==> src/rtl/div_ctrl.sv <==
// div_ctrl: sequencing controller for the N-bit restoring divider.
// Controls are registered from the next-state decode; only rem_wr_hi follows alu_neg directly.
module div_ctrl #(
  parameter int N = 32
) (
  input  logic clk,
  input  logic rst,
  input  logic start,
  input  logic divisor_zero,
  input  logic alu_neg,
  output logic busy,
  output logic done,
  output logic dz_err,
  output logic div_wrctrl,
  output logic wrctrl,
  output logic alu_sub,
  output logic rem_wr_hi,
  output logic rem_shift,
  output logic ozctrl,
  output logic ready_wait,
  output logic ready
);

  localparam int CW = $clog2(N) + 1;

  localparam logic [3:0] IDLE  = 4'd0;
  localparam logic [3:0] LOAD  = 4'd1;
  localparam logic [3:0] INIT  = 4'd2;
  localparam logic [3:0] SUB   = 4'd3;
  localparam logic [3:0] SHIFT = 4'd4;
  localparam logic [3:0] WAIT  = 4'd5;
  localparam logic [3:0] READY = 4'd6;
  localparam logic [3:0] DONE  = 4'd7;

  localparam logic [CW-1:0] CNT_ZERO  = CW'(0);
  localparam logic [CW-1:0] CNT_ONE   = CW'(1);
  localparam logic [CW-1:0] LAST_ITER = CW'(N - 1);

  logic [3:0]    state_r, state_s;
  logic [CW-1:0] cnt_r, cnt_s;
  logic          q_bit_r, q_bit_s;
  logic          dz_err_r, dz_err_s;

  logic busy_r, busy_s;
  logic done_r, done_s;
  logic div_wrctrl_r, div_wrctrl_s;
  logic wrctrl_r, wrctrl_s;
  logic alu_sub_r, alu_sub_s;
  logic rem_shift_r, rem_shift_s;
  logic ozctrl_r, ozctrl_s;
  logic ready_wait_r, ready_wait_s;
  logic ready_r, ready_s;

  // Next-state, iteration counter, quotient bit and divide-by-zero flag.
  always_comb begin
    state_s  = IDLE;
    cnt_s    = cnt_r;
    q_bit_s  = q_bit_r;
    dz_err_s = dz_err_r;
    case (state_r)
      IDLE: begin
        if (start) begin
          if (divisor_zero) begin
            state_s  = DONE;
            dz_err_s = 1'b1;
          end else begin
            state_s  = LOAD;
            dz_err_s = 1'b0;
          end
        end else begin
          state_s = IDLE;
        end
      end
      LOAD:  state_s = INIT;
      INIT: begin
        cnt_s   = CNT_ZERO;
        state_s = SUB;
      end
      SUB: begin
        // alu_neg is only looked at here, so an undriven ALU elsewhere stays harmless.
        q_bit_s = ~alu_neg;
        state_s = SHIFT;
      end
      SHIFT: begin
        cnt_s = cnt_r + CNT_ONE;
        if (cnt_r == LAST_ITER) begin
          state_s = WAIT;
        end else begin
          state_s = SUB;
        end
      end
      WAIT:    state_s = READY;
      READY:   state_s = DONE;
      DONE:    state_s = IDLE;
      default: state_s = IDLE;
    endcase
  end

  // Control decode of the state about to be entered, so the output flops match the state flops.
  always_comb begin
    busy_s       = (state_s != IDLE);
    done_s       = (state_s == DONE);
    div_wrctrl_s = (state_s == LOAD);
    wrctrl_s     = (state_s == LOAD);
    alu_sub_s    = (state_s == SUB);
    rem_shift_s  = (state_s == INIT) || (state_s == SHIFT);
    ozctrl_s     = (state_s == SHIFT) && q_bit_s;
    ready_wait_s = (state_s == WAIT) || (state_s == READY);
    ready_s      = (state_s == READY);
  end

  // State and control registers.
  always_ff @(posedge clk or negedge rst) begin
    if (!rst) begin
      state_r      <= IDLE;
      cnt_r        <= CNT_ZERO;
      q_bit_r      <= 1'b0;
      dz_err_r     <= 1'b0;
      busy_r       <= 1'b0;
      done_r       <= 1'b0;
      div_wrctrl_r <= 1'b0;
      wrctrl_r     <= 1'b0;
      alu_sub_r    <= 1'b0;
      rem_shift_r  <= 1'b0;
      ozctrl_r     <= 1'b0;
      ready_wait_r <= 1'b0;
      ready_r      <= 1'b0;
    end else begin
      state_r      <= state_s;
      cnt_r        <= cnt_s;
      q_bit_r      <= q_bit_s;
      dz_err_r     <= dz_err_s;
      busy_r       <= busy_s;
      done_r       <= done_s;
      div_wrctrl_r <= div_wrctrl_s;
      wrctrl_r     <= wrctrl_s;
      alu_sub_r    <= alu_sub_s;
      rem_shift_r  <= rem_shift_s;
      ozctrl_r     <= ozctrl_s;
      ready_wait_r <= ready_wait_s;
      ready_r      <= ready_s;
    end
  end

  assign busy       = busy_r;
  assign done       = done_r;
  assign dz_err     = dz_err_r;
  assign div_wrctrl = div_wrctrl_r;
  assign wrctrl     = wrctrl_r;
  assign alu_sub    = alu_sub_r;
  assign rem_shift  = rem_shift_r;
  assign ozctrl     = ozctrl_r;
  assign ready_wait = ready_wait_r;
  assign ready      = ready_r;
  assign rem_wr_hi  = alu_sub_r & ~alu_neg;

endmodule
==> config.mk <==
export PLATFORM = sky130hd
export DESIGN_NAME = div_ctrl
export DESIGN_NICKNAME = d
export VERILOG_FILES = /design/src/rtl/div_ctrl.sv
export SDC_FILE = /design/constraint.sdc
export NUM_CORES = 1
export LEC_CHECK = 0
export CORE_MARGIN = 3
export CORE_UTILIZATION = 54
export DETAILED_ROUTE_END_ITERATION = 6
export PLACE_DENSITY_LB_ADDON = 0.05
export SKIP_CTS_REPAIR_TIMING = 1
export SYNTH_ARGS = -nofsm -noshare
export SYNTH_HDL_FRONTEND = slang
export SYNTH_SLANG_ARGS = --single-unit
==> constraint.sdc <==
create_clock -name clk -period 2.9 [get_ports clk]
set_clock_uncertainty 0.2 [all_clocks]
set_input_delay 0.435 -clock clk [delete_from_list [all_inputs] [get_ports clk]]
set_output_delay 0.435 -clock clk [all_outputs]
set_load 0.01 [all_outputs]
==> Yosys cells after proc, flatten, opt, wreduce, memory -nomap -nowiden <==
Index checks and enable logic that the tools add are counted.
{ "totals": {"ff_bits": 20, "mem_bits_ro": 0, "out_inout_bits": 11, "word_cells": 43, "latchBits": 0, "input_bits": 5, "ram_bits": 0, "memories": 0} }
{ "classes": {"multipliers": 0, "magnitude_cmp": 0, "add_sub_neg": 1, "div": 0, "reduce_logical": 7, "n_eq_ne": 14, "n_mux": 7, "n_shift": 0, "n_bitwise": 2} }
{ "op_table": {"columns": ["cell", "n"], "rows": [
  ["== test 4 x 3 -> 1 bit, second input constant", 7],
  ["case mux 4 bit (7 select lines)", 1],
  ["== test 4 x 2 -> 1 bit, second input constant", 4],
  ["case mux 6 bit (2 select lines)", 1],
  ["== test 4 x 1 -> 1 bit, second input constant", 2],
  ["adder 6 x 1 -> 6 bit, second input constant", 1],
  ["== test 6 x 5 -> 1 bit, second input constant", 1],
  ["2-to-1 mux 3 bit", 2],
  ["zero test 4 bit", 1],
  ["2-to-1 mux 4 bit", 1],
  ["nonzero test 4 bit", 1],
  ["logical OR 1 bit", 2],
  ["2-to-1 mux 1 bit", 2],
  ["AND reduction 2 bit", 1],
  ["nonzero test 2 bit", 1],
  ["AND 1 bit", 1],
  ["logical AND 1 bit", 1],
  ["NOT 1 bit", 1]
]} }

==> Depth between registers and ports, before layout <==
Gate-level depths: netlist of the first run.
{ "depth": {"word_depth": 5, "depth_mapped": 5, "depth_no_buf": 4} }

==> Least setup slack after synthesis of the first run <==
OpenSTA, ideal clock, no wires.
{ "synth_timing": {"kind": "reg-to-reg", "start": "register cnt_r[0]", "end": "register state_r[2]", "t_arrival_ns": 1.049, "synth_period_minus_slack_ns": 1.370, "slack_ns": 1.530, "stages_incl_launch_ff": 5, "setup_time_ns": 0.120, "required_time_ns": 2.580, "path_buffers": 0, "cell_sequence": "dfrtp_1 -> ha_1 -> nand3_1 -> o21ai_1 -> o211a_1"} }
{ "synth_via": {"elab_chain_len": 3} }
{ "synth_lines": {"columns": ["item", "line_no", "text"], "rows": [
  ["start: declaration", "40", "logic [CW-1:0] cnt_r, cnt_s;"],
  ["start signal: assignment", "130", "cnt_r <= cnt_s;"],
  ["== test 6 x 5 -> 1 bit", "86", "if (cnt_r == LAST_ITER) begin"],
  ["2-to-1 mux 3 bit", "86", null],
  ["case mux 4 bit (7 select lines)", "60", "case (state_r)"],
  ["via state_s[2]", "39", "logic [3:0] state_r, state_s;"],
  ["end signal: assignment", "129", "state_r <= state_s;"],
  ["end: declaration", "39", null]
]} }
The timed path passes the listed nets, and every way through them passes these cells.
A chain may end at the register's enable or synchronous reset.

==> Worst setup path after layout of the first run <==
{ "layout_timing": {"start": "input alu_neg", "end": "output rem_wr_hi"} }
{ "layout_via": {"elab_chain_len": 2} }
{ "layout_lines": {"columns": ["item", "line_no", "text"], "rows": [
  ["start: declaration", "10", "input logic alu_neg,"],
  ["NOT 1 bit", "155", "assign rem_wr_hi = alu_sub_r & ~alu_neg;"],
  ["AND 1 bit", "155", null],
  ["end: declaration", "17", "output logic rem_wr_hi,"]
]} }
No other way between the ends.

==> results by group, run 1 <==
STA
  – Clock period minus final worst setup slack: 2180 ps
  – Final Setup Violations: 0
  – Number of hold-slack violations in the final timing report: 0
  – Final Cycle Share: between 70% and 80%
  – Worst max-slew margin expressed relative to the limit: between 40% and 50%
  – Worst hold-check slack: ~320 ps
  – Setup Total Neg Slack: 0 ps
  – Transition at the pin with the smallest max-transition slack: between 700 and 800 ps
  – Maximum frequency from static timing analysis: 459 MHz
  – Max-slew violation count: 0
  – Unrepaired setup endpoints after global routing: false

Global route
  – Met3 Use GR: under 10%
  – First-pass GRT wire length: 2720 µm
  – Antenna violations before repair: 0
  – Tot GR Track Use: around 18%
  – Layer carrying the most global-route usage: met2
  – Maximum number of pins on one net before global-route repair: 23
  – GRT Residual Overflow: 0
  – Number of global-route vias before repair: about 610
  – Met1 Resource Use GR: between 20% and 30%
  – Fraction of met2 tracks used by global routing: between 20% and 30%

Synthesis
  – Syn avg cell area: roughly 10 µm²
  – Proportion of netlist area held by the largest area contributor: approximately half
  – Post-synthesis net count: between 90 and 100
  – Syn Inst Count: 86
  – Synth unique cells: 38
  – Sequential-to-total area share from yosys stat: 49.9%
  – Count of flip-flops with a built-in enable after synthesis: 0
  – Yosys top cell by area: dfrtp_1
  – Synth Flop Type: dfrtp_1
  – Area of the mapped netlist: roughly 900 µm²
  – Number of warnings printed during yosys synthesis: 0
  – Share of async-settable or async-resettable flops after synthesis: 100%
  – Area contributors post-synth: dfrtp_1, o21ai_0, buf_4
  – #FFs+latches synth: 18
  – Top cells by count, synth: dfrtp_1, nor2_1, o21ai_0
  – Library cell with the highest instance count after synthesis: dfrtp_1

Worst setup path
  – Count of cells along the worst register-to-register path: 3
  – Launch instance of the worst register-to-register path: state_r[1]
  – Sort of element at the end of the critical path: primary output
  – End of the worst register-to-register path: dz_err
  – Worst reg-to-reg setup slack: 1160 ps
  – Type of origin of the critical path: input pin
  – Worst Path Required: 2270 ps
  – Highest net fanout along the worst path: 2
  – Arrival time at the worst endpoint: ~1500 ps
  – Type of the worst setup path: input pin to primary output

Run
  – Number of maximum-capacitance violations: 0

Cells and area
  – Post-synthesis to final-layout area growth: 16.8%
  – Proportion of layout cells with a drive suffix above 1: 8.08%
  – Post-route cell area: around 1100 µm²
  – Total inserted antenna cells: 0
  – FILL cells: approximately 120
  – Number of nets in the layout: approximately 110

Clock network
  – TritonCTS clock tree: built
  – Number of buffers created by CTS: 3
  – Deepest level of the CTS H-tree: 1
  – Root Driver: clkbuf_4
  – Clock transition at the registers of the reported paths: 90 ps
  – Maximum clock path buffer count: 2
  – Clock network latency to the later pin of the worst-skew pair: between 200 and 300 ps
  – Number of clock sinks: 18

Placement
  – Weighted congestion at the end of routability-driven global placement: 0.838
  – IO buf count: 15
  – Post-detailed-placement half-perimeter wirelength: around 1200 µm
  – Cell area after placement: 1030 µm²

Power
  – Share of power burned in combinational logic: 40.5%
  – Cell Pwr Density: approximately 950 nW/µm²
  – Cell Int Power: slightly above 0.0006 W
  – Fraction of power consumed by sequential logic: 47.6%
  – Peak supply drop: approximately 740 µV
  – Total net switching power: about 0.0004 W
  – Fraction of power spent switching nets: between 30 and 40%
  – Leakage power total: 0.446 nW
  – Clock share of power: 11.9%

Routing
  – Antenna-violating nets left: 0
  – Pre-antenna DRT Iters: 4
  – Routed len/inst: roughly 15 µm
  – Routed wire length: between 1500 and 2000 µm
  – Via count of the routed design: 695
  – Violation count after the first detailed-route iteration: 19
  – Residual DRC count: 0
  – DR vias/cell: 6.04

Floorplan
  – # rows: 14
  – Vertical die dimension: ~47 µm
  – Effective utilization at floorplan: between 50 and 60%
  – I/O pin cnt: 16
  – Placeable core region: 1540 µm²
  – Die span in x: roughly 47 µm
  – Die area: approximately 2200 µm²

Run status
  – Run status: finished, final reports clean

Hold path
  – Hold Crit Start: dz_err
  – Worst min-delay path class: flop to flop
  – Hold Path Stages: 1
  – Endpoint of the worst hold-timing path: dz_err
[how the worst max path moves through the flow]
| stage | from | depth (start not counted) | end |
|---|---|---|---|
| finish | alu_neg | 3 | rem_wr_hi |
| CTS | alu_neg | 3 | rem_wr_hi |
| global placement | alu_neg | 3 | rem_wr_hi |
| floorplan | cnt_r[0] | 4 | state_r[2] |
| detailed placement | alu_neg | 3 | rem_wr_hi |
| global route | alu_neg | 3 | rem_wr_hi |
[layout make-up]
| type | count | area [µm²] | share of cell area, % |
|---|---|---|---|
| Sequential cell | 18 | 450 | 42.8 |
| Multi-Input combinational cell | 59 | 395 | 37.5 |
| Timing Repair Buffer | 15 | 150 | 14.3 |
| Clock buffer | 3 | 22.5 | 2.14 |
| Tap cell | 16 | 20.0 | 1.90 |
| Inverter | 4 | 15.0 | 1.43 |
[metrics by stage]
step                      cells  power (W)  util (%)  setup WS [ps]
after global placement      112   0.000873      66.9            748
after global routing        115    0.00107      68.3            648
after floorplan              86   0.000753         -           1530
after CTS                   115    0.00101      68.3            710
after detailed placement    112   0.000892      66.9            731
final                       115    0.00101      68.3            722
[power by group through the flow]
| stage | Combinational, W | Sequential (W) | Clock (W) |
|---|---|---|---|
| 3_5_place_dp | 0.000408 | 0.000484 | 0 |
| 5_1_grt | 0.000449 | 0.000498 | 0.000127 |
| 3_3_place_gp | 0.000398 | 0.000476 | 0 |
| 2_1_floorplan | 0.000329 | 0.000424 | 0 |
| 6_report | 0.000408 | 0.000478 | 0.000120 |
| 4_1_cts | 0.000409 | 0.000477 | 0.000122 |
[flip-flops by register name, indices dropped and copies added (netlist names)]
register and count:
alu_sub 1, busy 1, cnt_r 6, done 1, dz_err 1, ozctrl 1, ready 1, ready_wait 1
rem_shift 1, state_r 3, wrctrl 1
[critical path, stage by stage]
cell and delay (ps):
clkdlybuf4s50_1 440, nor2b_1 130, clkdlybuf4s50_1 540
[cell families (layout without fill, tap and decap cells)]
kind of cell               after synthesis  in the layout  synth area share, %
AOI/OAI and AO/OA                       23             23                 17.1
adders and majority gates                1              1                 1.39
buffers and inverters                    9             22                 6.24
DFF                                     18             18                 49.9
muxes                                    2              2                 2.36
and+or+nand+nor                         33             33                 23.0
[metal layers]
layer,share of wire (%),vias to the layer above
met1,45,337
met2,48,19
met4,1.5,0
met3,5.2,2
met5,0,-
li1,-,337
[layout by cell type, fill, tap and decap left out, types with 3 or more instances in the layout]
master           synthesis  final
inv_1                    4      4
clkbuf_4                 0      3
nor2_1                   6      6
nand3_1                  3      3
nor3_1                   4      4
dfrtp_1                 18     18
clkdlybuf4s50_1          0     15
nand2_1                  4      4
a21oi_1                  3      3
o21ai_0                  6      6
No activity file was read; power rests on OpenSTA's default activity.
==> run 2, diff against run 1 <==
CORE_UTILIZATION = 45   (was 54)
clock period = 1.9 ns   (was 2.9 ns; I/O delays follow)
==> run 2 against run 1 <==
Count of clock-buffer cells in the layout is 1 higher. Critical path type is now flop to primary output. Largest cell class unchanged. Global-route usage is 1.2 points lower. Non-clock buffer count is 4 higher.
==> results by group, run 2 (synthesis gave the netlist of run 1 again) <==
Floorplan
  – Vertical die dimension: 50.8 µm (was 46.9 µm)
  – Die area: 2580 µm² (was 2200 µm²)
  – # rows: 15 (was 14)
  – Die span in x: 50.8 µm (was 46.9 µm)
  – Effective utilization at floorplan: 50.1% (was 58.5%)
  – I/O pin cnt: 16 (unchanged)
  – Placeable core region: 1800 µm² (was 1540 µm²)

STA
  – Max-slew violation count: 0 (unchanged)
  – Final Setup Violations: 0 (unchanged)
  – Final Cycle Share: between 80% and 90%
  – Maximum frequency from static timing analysis: approximately 600 MHz
  – Unrepaired setup endpoints after global routing: false (unchanged)
  – Worst max-slew margin expressed relative to the limit: 64.3% (was 49.5%)
  – Number of hold-slack violations in the final timing report: 0 (unchanged)
  – Clock period minus final worst setup slack: 1660 ps
  – Transition at the pin with the smallest max-transition slack: 535 ps (was 755 ps)
  – Setup Total Neg Slack: 0 ps (unchanged)

Cells and area
  – Commonest non-fill, non-tap cells in the layout: dfrtp_1, clkdlybuf4s50_1, nor2_1, o21ai_0 (unchanged)
  – Proportion of layout cells with a drive suffix above 1: 12.5% (was 8.08%)
  – FILL cells: 153 (was 124)
  – Top Registers: cnt_r (6), state_r (3) (unchanged)
  – Most common library cell in the layout ignoring fill and taps: dfrtp_1 (unchanged)
  – Register area: 450 µm² (unchanged)
  – Total inserted antenna cells: 0 (unchanged)
  – Post-synthesis to final-layout area growth: 23.2% (was 16.8%)
  – Max reg flops: 6 (unchanged)
  – Most flop-heavy register: cnt_r (unchanged)
  – Number of nets in the layout: 111 (was 107)
  – Combined area of the multi-input logic cells: 395 µm² (unchanged)

Power
  – Share of power burned in combinational logic: 43.7% (was 40.5%)
  – Final Total Pwr: 0.00164 W (was 0.00101 W)
  – Cell Int Power: 0.00101 W (was 0.000610 W)
  – Fraction of power spent switching nets: 38.3% (was 39.4%)
  – Peak supply drop: 861 µV (was 743 µV)
  – Total net switching power: 0.000630 W (was 0.000396 W)
  – Cell Pwr Density: 1480 nW/µm² (was 954 nW/µm²)
  – Fraction of power consumed by sequential logic: 42.2% (was 47.6%)
  – Clock share of power: 14.1% (was 11.9%)
  – Leakage power total: 0.489 nW (was 0.446 nW)

Clock network
  – TritonCTS clock tree: built (unchanged)
  – Maximum clock path buffer count: 2 (unchanged)
  – Clock transition at the registers of the reported paths: 100 ps (was 90 ps)
  – Number of clock sinks: 18 (unchanged)
  – Root Driver: clkbuf_4 (unchanged)
  – Deepest level of the CTS H-tree: 1 (unchanged)
  – Number of buffers created by CTS: 3 (unchanged)
  – Clock network latency to the later pin of the worst-skew pair: 290 ps (about the same)

Global route
  – Tot GR Track Use: 16.5% (was 17.7%)
  – First-pass GRT wire length: 3170 µm (was 2720 µm)
  – Antenna violations before repair: 0 (unchanged)
  – GRT Residual Overflow: 0 (unchanged)
  – Maximum number of pins on one net before global-route repair: 19 (was 23)
  – Number of global-route vias before repair: 692 (was 608)

Placement
  – Post-detailed-placement half-perimeter wirelength: 1310 µm (was 1210 µm)
  – IO buf count: 15 (unchanged)
  – Weighted congestion at the end of routability-driven global placement: 0.893 (was 0.838)

Hold path
  – Worst min-delay path class: input pin to asynchronous set/reset pin (was flop to flop)

Run
  – Number of maximum-capacitance violations: 0 (unchanged)

Worst setup path
  – Slowest cell on crit path: clkdlybuf4s50_1 (unchanged)
  – Type of the worst setup path: flop to primary output (was input pin to primary output)
  – List of cells traversed by the critical path: clkdlybuf4s50_1 (was clkdlybuf4s50_1, nor2b_1, clkdlybuf4s50_1)
  – Type of origin of the critical path: flop (was input pin)
  – Arrival time at the worst endpoint: 1180 ps (was 1540 ps)
  – Sort of element at the end of the critical path: primary output (unchanged)
  – Critical path buffer and inverter count: 1 (was 2)
  – Critical Path Max Stage Delay: 540 ps (about the same)
  – Dominant delay contributor by cell family on the critical path: buffers and inverters (unchanged)
  – Worst Path Required: 1410 ps (was 2270 ps)
  – Highest net fanout along the worst path: 2 (unchanged)

Routing
  – Routed len/inst: 14.2 µm (was 14.5 µm)
  – Via count of the routed design: 730 (was 695)
  – Violation count after the first detailed-route iteration: 20 (was 19)
  – Antenna-violating nets left: 0 (unchanged)
  – Routed wire length: 1830 µm (was 1670 µm)
  – Residual DRC count: 0 (unchanged)
  – DR vias/cell: 5.66 (was 6.04)
  – Pre-antenna DRT Iters: 4 (unchanged)

Run status
  – Run status: finished, final reports clean (unchanged)
run 2: final timing paths:
path	startpoint	slack [ps]	endpoint	depth (start not counted)
worst max-delay path	alu_sub	240	alu_sub	1
worst min-delay path	rst	120	cnt_r[0]	2
worst max register to register	state_r[0]	290	state_r[2]	3
worst min register to register	dz_err	320	dz_err	1
max in group asynchronous	rst	1190	cnt_r[4]	2
min in group clk	dz_err	320	dz_err	1
run 2: layout make-up:
class,count,share of cell area [%]
clock buffer,4,3.27
inverter,4,1.35
multi-input combinational,59,35.6
sequential,18,40.5
tap,25,2.82
timing repair buffer,19,16.4
run 2: layer usage:
| metal | part of all wire (%) | GRT usage, % | routed length, µm |
|---|---|---|---|
| met1 | 45 | 22.7 | 824 |
| met2 | 46 | 24.8 | 838 |
| met3 | 8.6 | 6.53 | 157 |
| met4 | 0.66 | 2.69 | 12 |
| met5 | 0 | 0 | 0 |
run 2: power groups by stage:
stage	clock network [W]	logic, W	registers, W
4_1_cts	0.000239	0.000721	0.000692
5_1_grt	0.000257	0.000785	0.000722
3_3_place_gp	0	0.000699	0.000697
2_1_floorplan	0	0.000503	0.000647
6_report	0.000231	0.000718	0.000695
3_5_place_dp	0	0.000718	0.000699
run 2: stage by stage:
step	instances	hold slack [ps]	worst slack, ps	area (µm²)	utilization, %
floorplan	86	-211	530	902	-
global placement	125	289	45.3	1070	59.5
detailed placement	125	302	37.3	1070	59.5
CTS	129	130	33.5	1110	61.5
global route	129	126	154	1110	61.7
finish	129	123	239	1110	61.7
==> run 3, diff against run 2 <==
CTS_CLUSTER_DIAMETER = 150   (was not set)
==> results of run 3 <==
No change in the layout: final DEF, timing and power equal those of run 2.
